[src/rtl/sigmoid_issue_sched_if.sv]
// Sigmoid pipeline side of the issue scheduler.
// master: scheduler (drives issue strobe/word_sel/index, receives results).
// slave:  sigmoid pipeline.
interface sigmoid_issue_sched_if;
    logic       sig_reg_wen;
    logic [3:0] sig_word_sel;
    logic [4:0] sig_index;
    logic       sig_reg_wen_o;
    logic [3:0] sig_error;
    logic       sig_empty;

    modport master (
        output sig_reg_wen, sig_word_sel, sig_index,
        input  sig_reg_wen_o, sig_error, sig_empty
    );

    modport slave (
        input  sig_reg_wen, sig_word_sel, sig_index,
        output sig_reg_wen_o, sig_error, sig_empty
    );
endinterface

[src/rtl/sigmoid_issue_sched.sv]
// Issue sequencer for the 4-lane sigmoid pipeline: one job at a time, one
// 4-lane group per cycle, throttled by downstream writeback credits.
// Optional macro SIGMOID_SCHED_TIMEOUT_EN adds a drain watchdog and the
// 'timeout' output (and the SIG_LAT parameter that sizes the watchdog).
module sigmoid_issue_sched #(
    parameter int unsigned CREDITS = 8
`ifdef SIGMOID_SCHED_TIMEOUT_EN
    ,
    parameter int unsigned SIG_LAT = 30
`endif
) (
    input  logic                         clk,
    input  logic                         reset,
    input  logic                         start,
    input  logic [8:0]                   num_groups,
    input  logic [4:0]                   base_index,
    input  logic                         credit_return,
    sigmoid_issue_sched_if.master        sig,
    output logic                         busy,
    output logic                         done,
    output logic [3:0]                   err_flags,
    output logic [3:0]                   credits_avail
`ifdef SIGMOID_SCHED_TIMEOUT_EN
    ,
    output logic                         timeout
`endif
);

    typedef enum logic [1:0] {IDLE, ISSUE, DRAIN, DONE} state_t;

    localparam logic [3:0] CRED_MAX = 4'(CREDITS);

    state_t     state_q, state_d;
    logic [8:0] ng_q, ng_d;
    logic [4:0] base_q, base_d;
    logic [8:0] issued_q, issued_d;
    logic [8:0] returned_q, returned_d;
    logic [3:0] credits_q, credits_d;
    logic [3:0] err_q, err_d;
    logic       wen_q, wen_d;
    logic [3:0] wsel_q, wsel_d;
    logic [4:0] idx_q, idx_d;
    logic       busy_q, busy_d;
    logic       done_q, done_d;

    logic       accept;
    logic       fire;
    logic [8:0] cur_ng;
    logic [4:0] cur_base;
    logic [8:0] cur_issued;

`ifdef SIGMOID_SCHED_TIMEOUT_EN
    localparam logic [15:0] WD_LIMIT = 16'(SIG_LAT + 16);
    logic [15:0] wd_q, wd_d;
    logic        to_q, to_d;
`endif

    // Next-state, issue decision, credit/return bookkeeping.
    // The issue decision is also evaluated in the IDLE start cycle (using the
    // live inputs) so the first registered strobe appears the cycle after start.
    always_comb begin
        state_d    = state_q;
        ng_d       = ng_q;
        base_d     = base_q;
        issued_d   = issued_q;
        returned_d = returned_q;
        credits_d  = credits_q;
        err_d      = err_q;
        wen_d      = 1'b0;
        wsel_d     = wsel_q;
        idx_d      = idx_q;
`ifdef SIGMOID_SCHED_TIMEOUT_EN
        wd_d       = '0;
        to_d       = to_q;
`endif

        accept     = (state_q == IDLE) && start;
        cur_ng     = accept ? num_groups : ng_q;
        cur_base   = accept ? base_index : base_q;
        cur_issued = accept ? '0 : issued_q;
        fire       = (accept || (state_q == ISSUE)) && (cur_issued < cur_ng) &&
                     ((credits_q != '0) || credit_return);

        if (fire && !credit_return) begin
            credits_d = credits_q - 4'd1;
        end else if (!fire && credit_return && (credits_q != CRED_MAX)) begin
            credits_d = credits_q + 4'd1;
        end

        if (fire) begin
            wen_d    = 1'b1;
            wsel_d   = cur_issued[3:0];
            idx_d    = cur_base + cur_issued[8:4];
            issued_d = cur_issued + 9'd1;
        end

        if (((state_q == ISSUE) || (state_q == DRAIN)) && sig.sig_reg_wen_o) begin
            returned_d = returned_q + 9'd1;
            err_d      = err_q | sig.sig_error;
        end

        unique case (state_q)
            IDLE: begin
                if (start) begin
                    ng_d       = num_groups;
                    base_d     = base_index;
                    err_d      = '0;
                    returned_d = '0;
`ifdef SIGMOID_SCHED_TIMEOUT_EN
                    to_d       = 1'b0;
`endif
                    if (!fire) begin
                        issued_d = '0;
                    end
                    if (num_groups == '0) begin
                        state_d = DONE;
                    end else if (fire && (num_groups == 9'd1)) begin
                        state_d = DRAIN;
                    end else begin
                        state_d = ISSUE;
                    end
                end
            end
            ISSUE: begin
                if (fire && (issued_d == ng_q)) begin
                    state_d = DRAIN;
                end
            end
            DRAIN: begin
`ifdef SIGMOID_SCHED_TIMEOUT_EN
                wd_d = sig.sig_reg_wen_o ? '0 : wd_q + 16'd1;
`endif
                if ((returned_q == ng_q) && sig.sig_empty) begin
                    state_d = DONE;
`ifdef SIGMOID_SCHED_TIMEOUT_EN
                end else if (!sig.sig_reg_wen_o && (wd_q + 16'd1 == WD_LIMIT)) begin
                    state_d = DONE;
                    to_d    = 1'b1;
`endif
                end
            end
            DONE: begin
                state_d = IDLE;
            end
            default: begin
                state_d = IDLE;
            end
        endcase

        busy_d = (state_d != IDLE);
        done_d = (state_d == DONE);
    end

    // State and registered outputs.
    always_ff @(posedge clk or negedge reset) begin
        if (!reset) begin
            state_q    <= IDLE;
            ng_q       <= '0;
            base_q     <= '0;
            issued_q   <= '0;
            returned_q <= '0;
            credits_q  <= CRED_MAX;
            err_q      <= '0;
            wen_q      <= 1'b0;
            wsel_q     <= '0;
            idx_q      <= '0;
            busy_q     <= 1'b0;
            done_q     <= 1'b0;
`ifdef SIGMOID_SCHED_TIMEOUT_EN
            wd_q       <= '0;
            to_q       <= 1'b0;
`endif
        end else begin
            state_q    <= state_d;
            ng_q       <= ng_d;
            base_q     <= base_d;
            issued_q   <= issued_d;
            returned_q <= returned_d;
            credits_q  <= credits_d;
            err_q      <= err_d;
            wen_q      <= wen_d;
            wsel_q     <= wsel_d;
            idx_q      <= idx_d;
            busy_q     <= busy_d;
            done_q     <= done_d;
`ifdef SIGMOID_SCHED_TIMEOUT_EN
            wd_q       <= wd_d;
            to_q       <= to_d;
`endif
        end
    end

    assign sig.sig_reg_wen  = wen_q;
    assign sig.sig_word_sel = wsel_q;
    assign sig.sig_index    = idx_q;
    assign busy             = busy_q;
    assign done             = done_q;
    assign err_flags        = err_q;
    assign credits_avail    = credits_q;
`ifdef SIGMOID_SCHED_TIMEOUT_EN
    assign timeout          = to_q;
`endif

endmodule
[src/flat_wrapper.sv]
// flat-port wrapper written by rule: the top's interface ports become plain ports
module sigmoid_issue_sched_flat 
#(
    parameter int unsigned CREDITS = 8

)
  (clk, reset, start, num_groups, base_index, credit_return, busy, done, err_flags, credits_avail, sig_sig_reg_wen, sig_sig_word_sel, sig_sig_index, sig_sig_reg_wen_o, sig_sig_error, sig_sig_empty);
  sigmoid_issue_sched_if sig_i ();
  input  logic clk;
  input  logic reset;
  input  logic start;
  input  logic [8:0] num_groups;
  input  logic [4:0] base_index;
  input  logic credit_return;
  output logic busy;
  output logic done;
  output logic [3:0] err_flags;
  output logic [3:0] credits_avail;
  output wire logic [$bits(sig_i.sig_reg_wen)-1:0] sig_sig_reg_wen;
  output wire logic [$bits(sig_i.sig_word_sel)-1:0] sig_sig_word_sel;
  output wire logic [$bits(sig_i.sig_index)-1:0] sig_sig_index;
  input wire logic [$bits(sig_i.sig_reg_wen_o)-1:0] sig_sig_reg_wen_o;
  input wire logic [$bits(sig_i.sig_error)-1:0] sig_sig_error;
  input wire logic [$bits(sig_i.sig_empty)-1:0] sig_sig_empty;
  assign sig_sig_reg_wen = sig_i.sig_reg_wen;
  assign sig_sig_word_sel = sig_i.sig_word_sel;
  assign sig_sig_index = sig_i.sig_index;
  assign sig_i.sig_reg_wen_o = sig_sig_reg_wen_o;
  assign sig_i.sig_error = sig_sig_error;
  assign sig_i.sig_empty = sig_sig_empty;
  sigmoid_issue_sched #(.CREDITS(CREDITS)) u_core (.clk(clk), .reset(reset), .start(start), .num_groups(num_groups), .base_index(base_index), .credit_return(credit_return), .sig(sig_i), .busy(busy), .done(done), .err_flags(err_flags), .credits_avail(credits_avail));
endmodule
[config.mk]
export PLATFORM = sky130hd
export DESIGN_NAME = sigmoid_issue_sched_flat
export DESIGN_NICKNAME = d
export VERILOG_FILES = /design/src/rtl/sigmoid_issue_sched_if.sv /design/src/rtl/sigmoid_issue_sched.sv /design/src/flat_wrapper.sv
export SDC_FILE = /design/constraint.sdc
export NUM_CORES = 1
export LEC_CHECK = 0
export ABC_AREA = 1
export BUFFER_PORTS_ARGS = -buffer_cell sky130_fd_sc_hd__buf_2
export CORE_MARGIN = 2
export CORE_UTILIZATION = 52
export CTS_CLUSTER_DIAMETER = 120
export DETAILED_ROUTE_END_ITERATION = 7
export PLACE_DENSITY_LB_ADDON = 0.3
export SYNTH_ARGS = -nofsm -noshare
export SYNTH_HDL_FRONTEND = slang
export SYNTH_SLANG_ARGS = --single-unit
export TNS_END_PERCENT = 20
[constraint.sdc]
create_clock -name clk -period 3.4 [get_ports clk]
set_input_delay 0.17 -clock clk [delete_from_list [all_inputs] [get_ports clk]]
set_output_delay 0.17 -clock clk [all_outputs]
set_load 0.02 [all_outputs]
Yosys cells after proc, flatten, opt, wreduce, memory -nomap -nowiden:

Index checks and enable logic that the tools add are counted.

* $add $sub $neg: 5
* magnitude comparators: 1
* equality and inequality tests: 8
* multiplexer cells: 22
* bitwise operators: 1
* reductions and logical operators: 21

Operator list (number)
* $mux 9: 9
* $mux 4: 5
* $add 9x1->9 const B: 2
* $eq 9x9->1: 2
* $logic_and 1x1->1: 10
* $mux 2: 5
* $eq 9x1->1 const B: 1
* $logic_not 9->1: 1
* $lt 9x9->1: 1
* $pmux 2 s4: 1
* $eq 2x2->1 const B: 3
* $add 5x5->5: 1
* $mux 5: 1
* $add 4x1->4 const B: 1
* $ne 4x4->1 const B: 1
* $or 4x4->4: 1
* $reduce_bool 2->1: 2
* $reduce_bool 4->1: 1
* $sub 4x1->4 const B: 1
* $logic_or 1x1->1: 3
* $eq 2x1->1 const B: 1
* $logic_not 1->1: 2
* $logic_not 2->1: 1
* $reduce_and 2->1: 1
* $mux 1: 1

* register bits after elaboration: 54
* input bits: 24
* output and inout port bits: 20
* logic and storage cells: 70

Depth between registers and ports, before layout:

Gate-level depths: netlist of run 1.

* depth after elaboration: 12
* depth in mapped cells: 27
* depth with buffers taken out: 25

Least setup slack after synthesis of run 1:

No wires, ideal clock.

* path type: reg2reg
* start point: register u_core.state_q[0]
* end point: register u_core.credits_q[3] (netlist: u_core.credits_avail[3])
* setup time: 0.077 ns
* data arrival time: 3.398 ns
* required time: 3.323 ns
* path slack: -0.074 ns
* stages on the path, launching flop included: 21
* path buffers: 3
* clock period less this slack: 3.474 ns
* path through: dfrtp_1 > inv_1 > ha_1 > nand2_4 > buf_2 > clkbuf_1 > nand2_1 > o21ai_0 > ha_1 > a21oi_1 > o21ai_1 > a21oi_4 > nand3_4 > buf_6 > nor2_1 > ha_1 > a21oi_1 > nand2_1 > mux2i_1 > xor2_1 > inv_1

* word-level cells in the longest chain between the ends: 10
* elaborated cells between the ends (all ways): 15
* classes of those cells: 1 x order compare; 1 x eq/ne; 3 x mux; 10 x reduce/logical

Ends and longest elaborated chain
* start: declaration: line sigmoid_issue_sched.sv:33 `state_t state_q, state_d;`
* start signal: assignment: line sigmoid_issue_sched.sv:174 `state_q <= state_d;`
* $logic_not 2->1: line sigmoid_issue_sched.sv:77 `accept = (state_q == IDLE) && start;`
* $logic_and 1x1->1: line sigmoid_issue_sched.sv:77
* $mux 9, on equally long branches: line sigmoid_issue_sched.sv:80, sigmoid_issue_sched.sv:78
* $lt 9x9->1: line sigmoid_issue_sched.sv:81 `fire = (accept || (state_q == ISSUE)) && (cur_issued < cur_ng) &&`
* $logic_and 1x1->1 (*) (2 in series): line sigmoid_issue_sched.sv:81
* $logic_not 1->1: line sigmoid_issue_sched.sv:86 `end else if (!fire && credit_return && (credits_q != CRED_MAX)) begin`
* $logic_and 1x1->1 (2 in series): line sigmoid_issue_sched.sv:86
* $reduce_bool 2->1 (no source line)
* end signal: assignment: line sigmoid_issue_sched.sv:179 `credits_q <= credits_d;`
* end: declaration: line sigmoid_issue_sched.sv:38 `logic [3:0] credits_q, credits_d;`

Mark *: on every way between the ends. The rest lies on a longest branch, timed or not.
A chain may end at the register's enable or synchronous reset.

Final worst setup path of run 1:

* start point: register u_core.state_q[0]
* end point: register u_core.busy_q (netlist: u_core.busy)

* word-level cells in the longest chain between the ends: 12
* elaborated cells between the ends (all ways): 23
* classes of those cells: 1 x add/sub; 1 x order compare; 4 x eq/ne; 9 x mux; 8 x reduce/logical

Ends and longest elaborated chain
* $logic_not 2->1: line sigmoid_issue_sched.sv:77
* $logic_and 1x1->1: line sigmoid_issue_sched.sv:77
* $mux 9, on equally long branches: line sigmoid_issue_sched.sv:80, sigmoid_issue_sched.sv:78
* $lt 9x9->1: line sigmoid_issue_sched.sv:81
* $logic_and 1x1->1 (*) (2 in series): line sigmoid_issue_sched.sv:81
* net u_core.fire: line sigmoid_issue_sched.sv:47 `logic fire;`
* $mux 9 or $logic_and 1x1->1 (tied branches): line sigmoid_issue_sched.sv:90, sigmoid_issue_sched.sv:117
* $eq 9x9->1 or $mux 2 (tied branches): line sigmoid_issue_sched.sv:125, sigmoid_issue_sched.sv:117
* $logic_and 1x1->1 or $mux 2 (tied branches): line sigmoid_issue_sched.sv:125, sigmoid_issue_sched.sv:115
* $mux 2, on equally long branches: line sigmoid_issue_sched.sv:125, sigmoid_issue_sched.sv:104
* $pmux 2 s4 (*): line sigmoid_issue_sched.sv:102 `unique case (state_q)`
* $reduce_bool 2->1 (*): line sigmoid_issue_sched.sv:150 `busy_d = (state_d != IDLE);`
* net u_core.busy_d: line sigmoid_issue_sched.sv:43 `logic busy_q, busy_d;`
* end signal: assignment: line sigmoid_issue_sched.sv:184 `busy_q <= busy_d;`
* end: declaration: line sigmoid_issue_sched.sv:43

The timed path passes the listed nets; every way through them passes the cells marked *.

==> results of run 1 <==
repair_timing:
item / in CTS / in global routing
buffers inserted: 0 / 10
hold endpoints to repair: 20 / 0
resized for setup: 1 / 18
pin swaps: 0 / 5
hold buffers: 1 / 0
endpoints found under the setup margin: 4 / 7
Yosys cell counts (all sizes together):
master	instances	area share, %
nand2	129	15
inv	68	7.6
dfrtp	53	40
nand3	31	5.0
o21ai	30	4.6
nor2	29	3.2
a21oi	24	4.0
ha	19	7.1
nand4	11	2.1
nor3	9	1.6
xor2	8	2.1
xnor2	5	1.3
clkbuf	4	0.45
buf	3	0.82
nor4	3	0.56
fa	2	1.2
o211ai	2	0.45
or4	2	0.45
and2	1	0.19
and3	1	0.19
clkinv	1	0.15
dfstp	1	0.78
mux2i	1	0.30
nor3b	1	0.22
o21bai	1	0.22
o22ai	1	0.19
o311ai	1	0.26
o41ai	1	0.26
or2	1	0.19
flip-flops by register name (all words and copies together) (netlist names):
register,flops
u_core.base_q,5
u_core.sig.sig_reg_wen,1
u_core.busy,1
u_core.issued_q,9
u_core.sig.sig_index,5
u_core.err_flags,4
u_core.returned_q,9
u_core.state_q,2
u_core.sig.sig_word_sel,4
u_core.done,1
u_core.ng_q,9
u_core.credits_avail,4
critical path, delay by kind of cell (launching register included):
kind / cells / cell delay, ns
and+or+nand+nor: 11 / 1.08
DFF: 1 / 0.37
buffers and inverters: 4 / 0.46
adders and majority gates: 2 / 0.49
AOI/OAI and AO/OA: 4 / 0.60
cell type report:
type,count,area (um^2)
multi-input cells,313,1730
fillers,545,2300
well taps,77,96.3
inverters,69,260
repair buffers,68,424
clock inverters,2,37.5
flip-flops and latches,54,1350
clock buffers,6,72.6
routing by layer:
| metal | wire (um) | global-route usage, % |
|---|---|---|
| met1 | 3730 | 33.5 |
| met2 | 3740 | 36.0 |
| met3 | 442 | 3.34 |
| met4 | 99 | 5.28 |
| met5 | 0 | 0 |
power by group through the flow:
stage | Clock [mW] | Sequential, mW | Combinational [mW]
after floorplan | 0 | 1.22 | 1.56
after global placement | 0 | 1.12 | 2.23
after detailed placement | 0 | 1.13 | 2.27
after CTS | 0.441 | 1.12 | 2.29
after global routing | 0.462 | 1.15 | 2.81
final | 0.435 | 1.12 | 2.48
stage by stage:
stage                     total power [mW]  std cells
after floorplan                       2.78        443
after global placement                3.35        570
after detailed placement              3.40        570
after CTS                             3.85        579
after global routing                  4.42        589
final                                 4.03        589
logic make-up (layout without fill, tap and decap cells):
kind of cell,Yosys count,count (layout)
fa+ha+maj,21,21
buf+inv,76,145
xor+xnor,13,13
flops,54,54
mux,1,1
compound gates,60,60
simple gates,218,218
worst max-delay path by stage:
| stage | cells past startpoint | to | start |
|---|---|---|---|
| final | 21 | u_core.busy | u_core.state_q[0] |
| after global routing | 23 | u_core.busy | u_core.state_q[0] |
| after CTS | 23 | u_core.busy | u_core.state_q[0] |
| after detailed placement | 24 | u_core.busy | u_core.state_q[0] |
| after global placement | 24 | u_core.busy | u_core.state_q[0] |
| after floorplan | 19 | u_core.credits_avail[3] | u_core.state_q[0] |
==> run metrics, run 1 <==
nets 556; critical path class reg2reg; Critical Path Start Type flop; Combinational Power Share 61.5%; Sw Ratio 47.7%; P_sw 1.93 mW; largest family of logic cells by synthesized area simple AND/OR/NAND/NOR gates; simple-gate share of the synthesized area 28.6%; syn_nets 488; total number of vias 3079; pwr/cell area 1020 nW/um^2; I/O pins 44; period utilisation layout 92.6%; Clock Pin Slew Worst Setup and Hold Paths 0.10 ns; Root Buffer clkbuf_8; CTS tree built; Max stage delay on crit path 0.37 ns; DRC viols 0; Reg2Reg Launch Point u_core.state_q[0]; DP HPWL 6190 um; Syn Area/Cell 7.56 um^2; Post-DRT Antenna Nets 0; reg-to-reg slack, setup 0.25 ns; share of cells above drive strength 1 18.6%; Syn. warnings 0; Max VDD drop 0.501 mV; chip width 84.3 um; hold path depth 3; leak pwr 2.14 nW; setup ws final 0.250 ns; post-synthesis adder-cell area fraction 8.29%; post-synthesis compound-gate area fraction 10.0%; WL final 8010 um; # rows 29; Crit-path slowest cell dfrtp_1; Iter 0 DRT Violations 168; Min-Delay Startpoint base_index[3]; worst hold endpoint u_core.base_q[3]; synthesized flop and latch total 54; Skew-Pair Late Insertion Delay 0.31 ns; wire per inst 13.6 um; HP Class in2reg; Initial Util 53.4%; post-synthesis mux area share 0.299%; Crit Path Max Fanout 15; xor-xnor portion of the synthesized cell area 3.40%; Critical Path RT 3.60 ns; Setup WS pre-CTS -0.0446 ns; Die Y-Extent 84.3 um; final hold vios 0; Placer Congestion 0.900; most frequent cells in the layout nand2_1, inv_1, dfrtp_1, buf_2, nand3_1; final setup TNS 0 ns; Final Skew 0.00640 ns; die area 7100 um^2; synthesized cell area 3350 um^2; DRT Pass-1 Iters 5; Clock Tree Buf Depth 2; status finished, final reports clean; Clk pwr share 10.8%; fin crit period 3.15 ns; Total GRT Usage 22.9%; Achievable Freq 317 MHz; max-slew violations 0; Arrival @ worst endpoint 3.35 ns; ant diodes 0; Max Cap Viol 0; worst flop-to-flop path endpoint u_core.busy; IO Port Bufs 43; vias per std cell 5.23; Power Internal 2.11 mW; final core occ 63.3%; Synth Instances 443; sequential area share after synthesis 40.4%; Final setup violation count 0; P&R area growth vs syn 18.6%; largest net degree at the start of global routing 34; initial antenna violation count 0; CTS buffer count 5; vias in the first global route 2868; Crit path top cell by count nand2_1; GRT overflow 0; Rel. slew slack 67.6%; first-pass GRT wire length 13300 um; core box area 6280 um^2; Synth cell types 39; worst hold slack 0.0737 ns; commonest non-fill, non-tap cell in the layout nand2_1; worst-path cell chain inv_2, ha_4, nand2_8, clkinv_2, nor2_1, ha_1, nand2_1, o21ai_1, a21oi_4, nand3_4, buf_4, inv_2, nand2_1, nand2_1, nand2_1, nand2_1, nand3_1, o21bai_1, nand2_1, a21oi_2, nand3_1; Post-Layout Inst Area 3970 um^2; number of clock sinks 54; Slew @ Worst Pin 0.484 ns; Flop pwr share 27.8%; Placed Area 3720 um^2; R2R depth 21; Worst setup EP type flop; htree depth 2
No activity file was read; power rests on OpenSTA's default activity.
==> run 2, diff against run 1 <==
CORE_UTILIZATION = 50   (was 52)
==> run metrics, run 2 (same netlist as run 1, synthesis figures left out) <==
Iter 0 DRT Violations 441 (+160%); most frequent cells in the layout nand2_1, inv_1, dfrtp_1, buf_2; max-slew violations 0 (unchanged); IO Port Bufs 43 (unchanged); Worst setup startpoint u_core.state_q[1]; Final Skew 0.00719 ns (+0.000785 ns); wire per inst 15.5 um (+14%); Flop pwr share 25.5% (-2.3 points); Rel. slew slack 52.5% (-15 points); chip width 85.8 um (+1.9%); Clock Tree Buf Depth 2 (unchanged); die area 7370 um^2 (+3.8%); vias per std cell 5.57 (+6.6%); first-pass GRT wire length 13800 um (+4.3%); core box area 6420 um^2 (+2.3%); largest net degree at the start of global routing 55 (+62%); initial antenna violation count 0 (unchanged); WL final 9400 um (+17%); Max VDD drop 0.356 mV (-29%); period utilisation layout 98.4% (+5.8 points); Clk pwr share 8.6% (-2.2 points); Skew-Pair Late Insertion Delay 0.31 ns (about the same); Placer Congestion 0.957 (+6.3%); GRT overflow 0 (unchanged); HP Class in2async; vias in the first global route 2942 (+2.6%); Power Internal 2.26 mW (+6.9%); status finished, violations left; CTS tree built; Reg area 1350 um^2 (unchanged); critical path class reg2reg; # rows 29 (unchanged); Initial Util 52.2% (-1.2 points); Worst setup EP type flop; P&R area growth vs syn 25.7%; total number of vias 3370 (+9.5%); Total GRT Usage 23.5% (+0.64 points); Clock Pin Slew Worst Setup and Hold Paths 0.10 ns (about the same); Root Buffer clkbuf_8; Fill cells 535 (-1.8%); ant diodes 0 (unchanged); I/O pins 44 (unchanged); Combinational Power Share 65.9% (+4.4 points); multi-input logic area 1870 um^2 (+8.1%); final hold vios 34 (+34); worst hold slack -0.0427 ns (-0.116 ns); CTS Hold Bufs 0 (-1); biggest regs u_core.issued_q: 9 flops, u_core.ng_q: 9 flops, u_core.returned_q: 9 flops; Crit Path Max Fanout 8 (-7); pwr/cell area 1050 nW/um^2 (+3.7%); Reg2Reg Launch Point u_core.state_q[1]; htree depth 2 (unchanged); total power 4.43 mW (+9.9%); Sw Ratio 49.1% (+1.4 points); RSZ-0062 raised after global routing true; nets 572 (+2.9%); Achievable Freq 299 MHz (-5.9%); fin crit period 3.35 ns (+0.196 ns); Max Cap Viol 0 (unchanged); final core occ 65.6% (+2.3 points); DP HPWL 6390 um (+3.2%); P_sw 2.18 mW (+13%); Placed Area 3740 um^2 (+0.40%); Post-Layout Inst Area 4210 um^2 (+6.0%); commonest non-fill, non-tap cell in the layout nand2_1; CTS buffer count 5 (unchanged); Arrival @ worst endpoint 3.54 ns (+0.19 ns); Post-DRT Antenna Nets 0 (unchanged); Final setup violation count 0 (unchanged); Slew @ Worst Pin 0.711 ns (+0.227 ns); Critical Path RT 3.60 ns (about the same); failing checks DRC, hold timing; Critical Path Start Type flop; share of cells above drive strength 1 25.6% (+7.0 points); Die Y-Extent 85.8 um (+1.9%); DRT Pass-1 Iters 8 (+3); number of clock sinks 54 (unchanged); leak pwr 2.25 nW (+5.0%); DRC viols 3 (+3)
-- run 2: cell types whose count changed in the layout (fill, tap and decap cells not counted), sizes merged --
cell | before | now
bufinv | 1 | 0
nand3 | 31 | 33
inv | 68 | 69
dlygate4sd3 | 1 | 0
nand2 | 129 | 130
buf | 67 | 81
-- run 2: routing by layer --
metal  up-vias  global-route usage, %  wire [um]
met5         -                      0          0
met4         0                   6.78        337
met3        41                   3.46        652
met2       165                   37.6       4430
met1      1558                   33.3       3990
li1       1606                      -          -
-- run 2: final cells by class --
type | count | area share (%)
Clock buffer | 6 | 1.96
Clock inverter | 2 | 0.297
Inverter | 69 | 6.33
Multi-Input combinational cell | 316 | 44.4
Sequential cell | 54 | 32.1
Tap cell | 77 | 2.29
Timing Repair Buffer | 81 | 12.6
-- run 2: metrics by stage --
stage	instances	setup WS [ns]	TNS, ns
6_report	605	0.0543	0
2_1_floorplan	443	0.000973	0
4_1_cts	580	-0.0153	-0.0281
3_5_place_dp	572	-0.00431	-0.00778
5_1_grt	605	-0.114	-0.277
3_3_place_gp	572	0.113	0
-- run 2: power by group through the flow --
stage               registers [mW]  clock network (mW)  logic, mW
floorplan                     1.22                   0       1.56
global placement              1.12                   0       2.26
detailed placement            1.13                   0       2.32
CTS                           1.11               0.389       2.34
global route                  1.15               0.414       3.20
finish                        1.13               0.383       2.92
-- run 2: critical path: stages, from the launching register on --
cell	delay, ns
dfrtp_1	0.43
inv_2	0.10
ha_4	0.21
nand2_8	0.13
buf_6	0.16
nand2_1	0.06
inv_1	0.07
ha_2	0.19
a21oi_2	0.15
o21ai_2	0.08
a21oi_4	0.27
buf_6	0.18
nand4_1	0.14
nand3_1	0.19
nand2_1	0.09
nor2_1	0.10
nand3_1	0.14
o21bai_1	0.17
nand2_1	0.09
a21oi_2	0.18
nand3_1	0.10
-- run 2: path summary, 6_finish.rpt --
path | to | slack, ns | depth (start not counted)
setup / recovery | u_core.busy | 0.05 | 20
hold / removal | u_core.credits_avail[1] | -0.04 | 2
setup reg to reg | u_core.busy | 0.05 | 20
hold reg to reg | u_core.sig.sig_word_sel[1] | 0.48 | 2
max in group asynchronous | u_core.issued_q[4] | 2.96 | 2
min in group clk | u_core.base_q[3] | 0.07 | 3
-- run 2: timing repair --
action / CTS / global route
pin swaps: 0 / 18
resized for setup: 1 / 50
setup buffers: 0 / 20
cloned: 0 / 5
setup endpoints to repair: 3 / 7
==> run 3, diff against run 2 <==
BUFFER_PORTS_ARGS = unset   (was -buffer_cell sky130_fd_sc_hd__buf_2)
DONT_BUFFER_PORTS = 1   (was unset)
==> run metrics, run 3 (same netlist as run 1, synthesis figures left out) <==
Skew-Pair Late Insertion Delay 0.32 ns (about the same); worst hold slack -0.00497 ns (+0.0378 ns); Clk pwr share 9.3% (+0.7 points); first-pass GRT wire length 13700 um (-1.1%); htree depth 2 (unchanged); chip width 85.8 um (unchanged); most frequent cells in the layout nand2_1, inv_1, dfrtp_1, nand3_1, nor2_1; core box area 6420 um^2 (unchanged); I/O pins 44 (unchanged); final core occ 61.5% (-4.1 points); Critical Path RT 3.61 ns (about the same); IO Port Bufs 0 (-100%); leak pwr 2.03 nW (-9.6%); met1 Usage GRT 31.2% (-2.1 points); final hold vios 1 (-97%); Total GRT Usage 23.3% (-0.21 points); Clock Tree Buf Depth 2 (unchanged); critical path class reg2reg; vias in the first global route 2925 (-0.58%); pwr/cell area 1040 nW/um^2 (-1.3%); worst-path cell chain inv_2, ha_4, nand2_4, buf_12, o21ai_0, ha_1, a21oi_2, o21ai_2, a21oi_4, buf_4, nand3_4, buf_4, nand2_1, nand3_1, nand2_1, nor2_1, nand3_2, o21bai_1, nand2_1, a21oi_2, nand3_1; Iter 0 DRT Violations 222 (-50%); GR Util met3 4.91% (+1.4 points); CTS tree built; HP Class in2reg; Final Skew 0.0148 ns (+0.00765 ns); share of cells above drive strength 1 14.7% (-11 points); number of placed instances, taps included 526 (-8.0%); WL final 8630 um (-8.2%); Reg2Reg Launch Point u_core.state_q[0]; reg-to-reg slack, setup 0.18 ns (+0.12 ns); Rel. slew slack 66.4% (+14 points); Power Internal 2.08 mW (-8.0%); failing checks DRC, hold timing; Crit-path slowest cell dfrtp_1; met2 Use GR 38.1% (+0.50 points); period utilisation layout 94.8% (-3.6 points); Placer Congestion 0.912 (-4.7%); Post-Layout Inst Area 3950 um^2 (-6.2%); final setup TNS 0 ns (unchanged); commonest non-fill, non-tap cell in the layout nand2_1; Top delay family on crit path compound AO/OA/AOI/OAI gates; Sw Ratio 49.4% (+0.30 points); Final setup violation count 0 (unchanged); Max VDD drop 0.423 mV (+19%); Crit Path Max Fanout 23 (+15); max-slew violations 0 (unchanged); # rows 29 (unchanged); Achievable Freq 310 MHz (+3.8%); Die Y-Extent 85.8 um (unchanged); Initial Util 52.2% (unchanged); number of clock sinks 54 (unchanged); Crit path top cell by count nand2_1; CTS buffer count 5 (unchanged); DP HPWL 6050 um (-5.2%); Combinational Power Share 59.5% (-6.4 points); largest net degree at the start of global routing 55 (unchanged); initial antenna violation count 0 (unchanged); wire per inst 15.4 um (-0.69%); CP endpoint u_core.busy; Post-DRT Antenna Nets 0 (unchanged); Worst setup startpoint u_core.state_q[0]; P_sw 2.03 mW (-6.9%); P&R area growth vs syn 17.9%; ant diodes 0 (unchanged); Crit path depth 21 (+5.0%); die area 7370 um^2 (unchanged); Critical Path Start Type flop; Worst setup EP type flop; nets 526 (-8.0%); Max stage delay on crit path 0.41 ns (-0.02 ns); Slew @ Worst Pin 0.501 ns (-0.210 ns); worst path bufs/invs 4 (unchanged); GRT overflow 0 (unchanged); Fill cells 557 (+4.1%); Flop pwr share 31.1% (+5.6 points); Top Usage Layer GRT met2; Non-Filler Instances 559 (-7.6%); DRT Pass-1 Iters 8 (unchanged); Root Buffer clkbuf_8; fin crit period 3.22 ns (-0.123 ns); worst flop-to-flop path endpoint u_core.busy; total number of vias 3078 (-8.7%); Placed Area 3510 um^2 (-6.0%); status finished, violations left; Arrival @ worst endpoint 3.43 ns (-0.11 ns); Clock Pin Slew Worst Setup and Hold Paths 0.11 ns (about the same); vias per std cell 5.51 (-1.1%); R2R depth 21 (+5.0%); DRC viols 3 (unchanged); biggest regs u_core.issued_q: 9 flops, u_core.ng_q: 9 flops, u_core.returned_q: 9 flops; Max Cap Viol 0 (unchanged)
[run 3: layer usage]
layer | vias up | routed length, um
li1 | 1507 | -
met1 | 1447 | 3830
met2 | 110 | 4200
met3 | 14 | 472
met4 | 0 | 124
met5 | - | 0
[run 3: area by class of cell]
cell class                      count  area, um^2  share of cell area (%)
Clock buffer                        6        82.6                    2.09
Clock inverter                      2        12.5                   0.317
Inverter                           69         263                    6.66
Multi-Input combinational cell    314        1790                    45.3
Sequential cell                    54        1350                    34.3
Tap cell                           77        96.3                    2.44
Timing Repair Buffer               37         354                    8.97
[run 3: how the worst min path moves through the flow]
stage                   from                       to  slack (ns)  depth (start not counted)
6_report       num_groups[1]           u_core.ng_q[1]      -0.005                          2
5_1_grt        num_groups[4]           u_core.ng_q[4]       0.005                          2
4_1_cts                start           u_core.ng_q[2]        0.02                          2
3_5_place_dp           reset  u_core.credits_avail[0]       -0.12                          0
3_3_place_gp           reset  u_core.credits_avail[0]       -0.12                          0
2_1_floorplan          reset         u_core.base_q[0]       -0.13                          0
[run 3: power by group through the flow]
stage | combinational (mW) | sequential [mW] | clock (mW)
5_1_grt | 2.76 | 1.31 | 0.417
3_5_place_dp | 2.03 | 1.28 | 0
3_3_place_gp | 1.96 | 1.28 | 0
6_report | 2.44 | 1.28 | 0.383
2_1_floorplan | 1.56 | 1.22 | 0
4_1_cts | 2.07 | 1.27 | 0.391
[run 3: metrics by stage]
step / total power [mW] / worst slack, ns
5_1_grt: 4.48 / -0.0473
3_3_place_gp: 3.24 / 0.107
3_5_place_dp: 3.31 / -0.0260
2_1_floorplan: 2.78 / 0.000973
6_report: 4.10 / 0.177
4_1_cts: 3.73 / 0.0277
[run 3: repair_timing]
item / CTS / global route
cloned: 0 / 1
pin swaps: 0 / 8
resized for setup: 3 / 32
hold buffers: 10 / 1
buffers inserted: 0 / 13
endpoints found under the setup margin: 4 / 7
endpoints found under the hold margin: 62 / 1
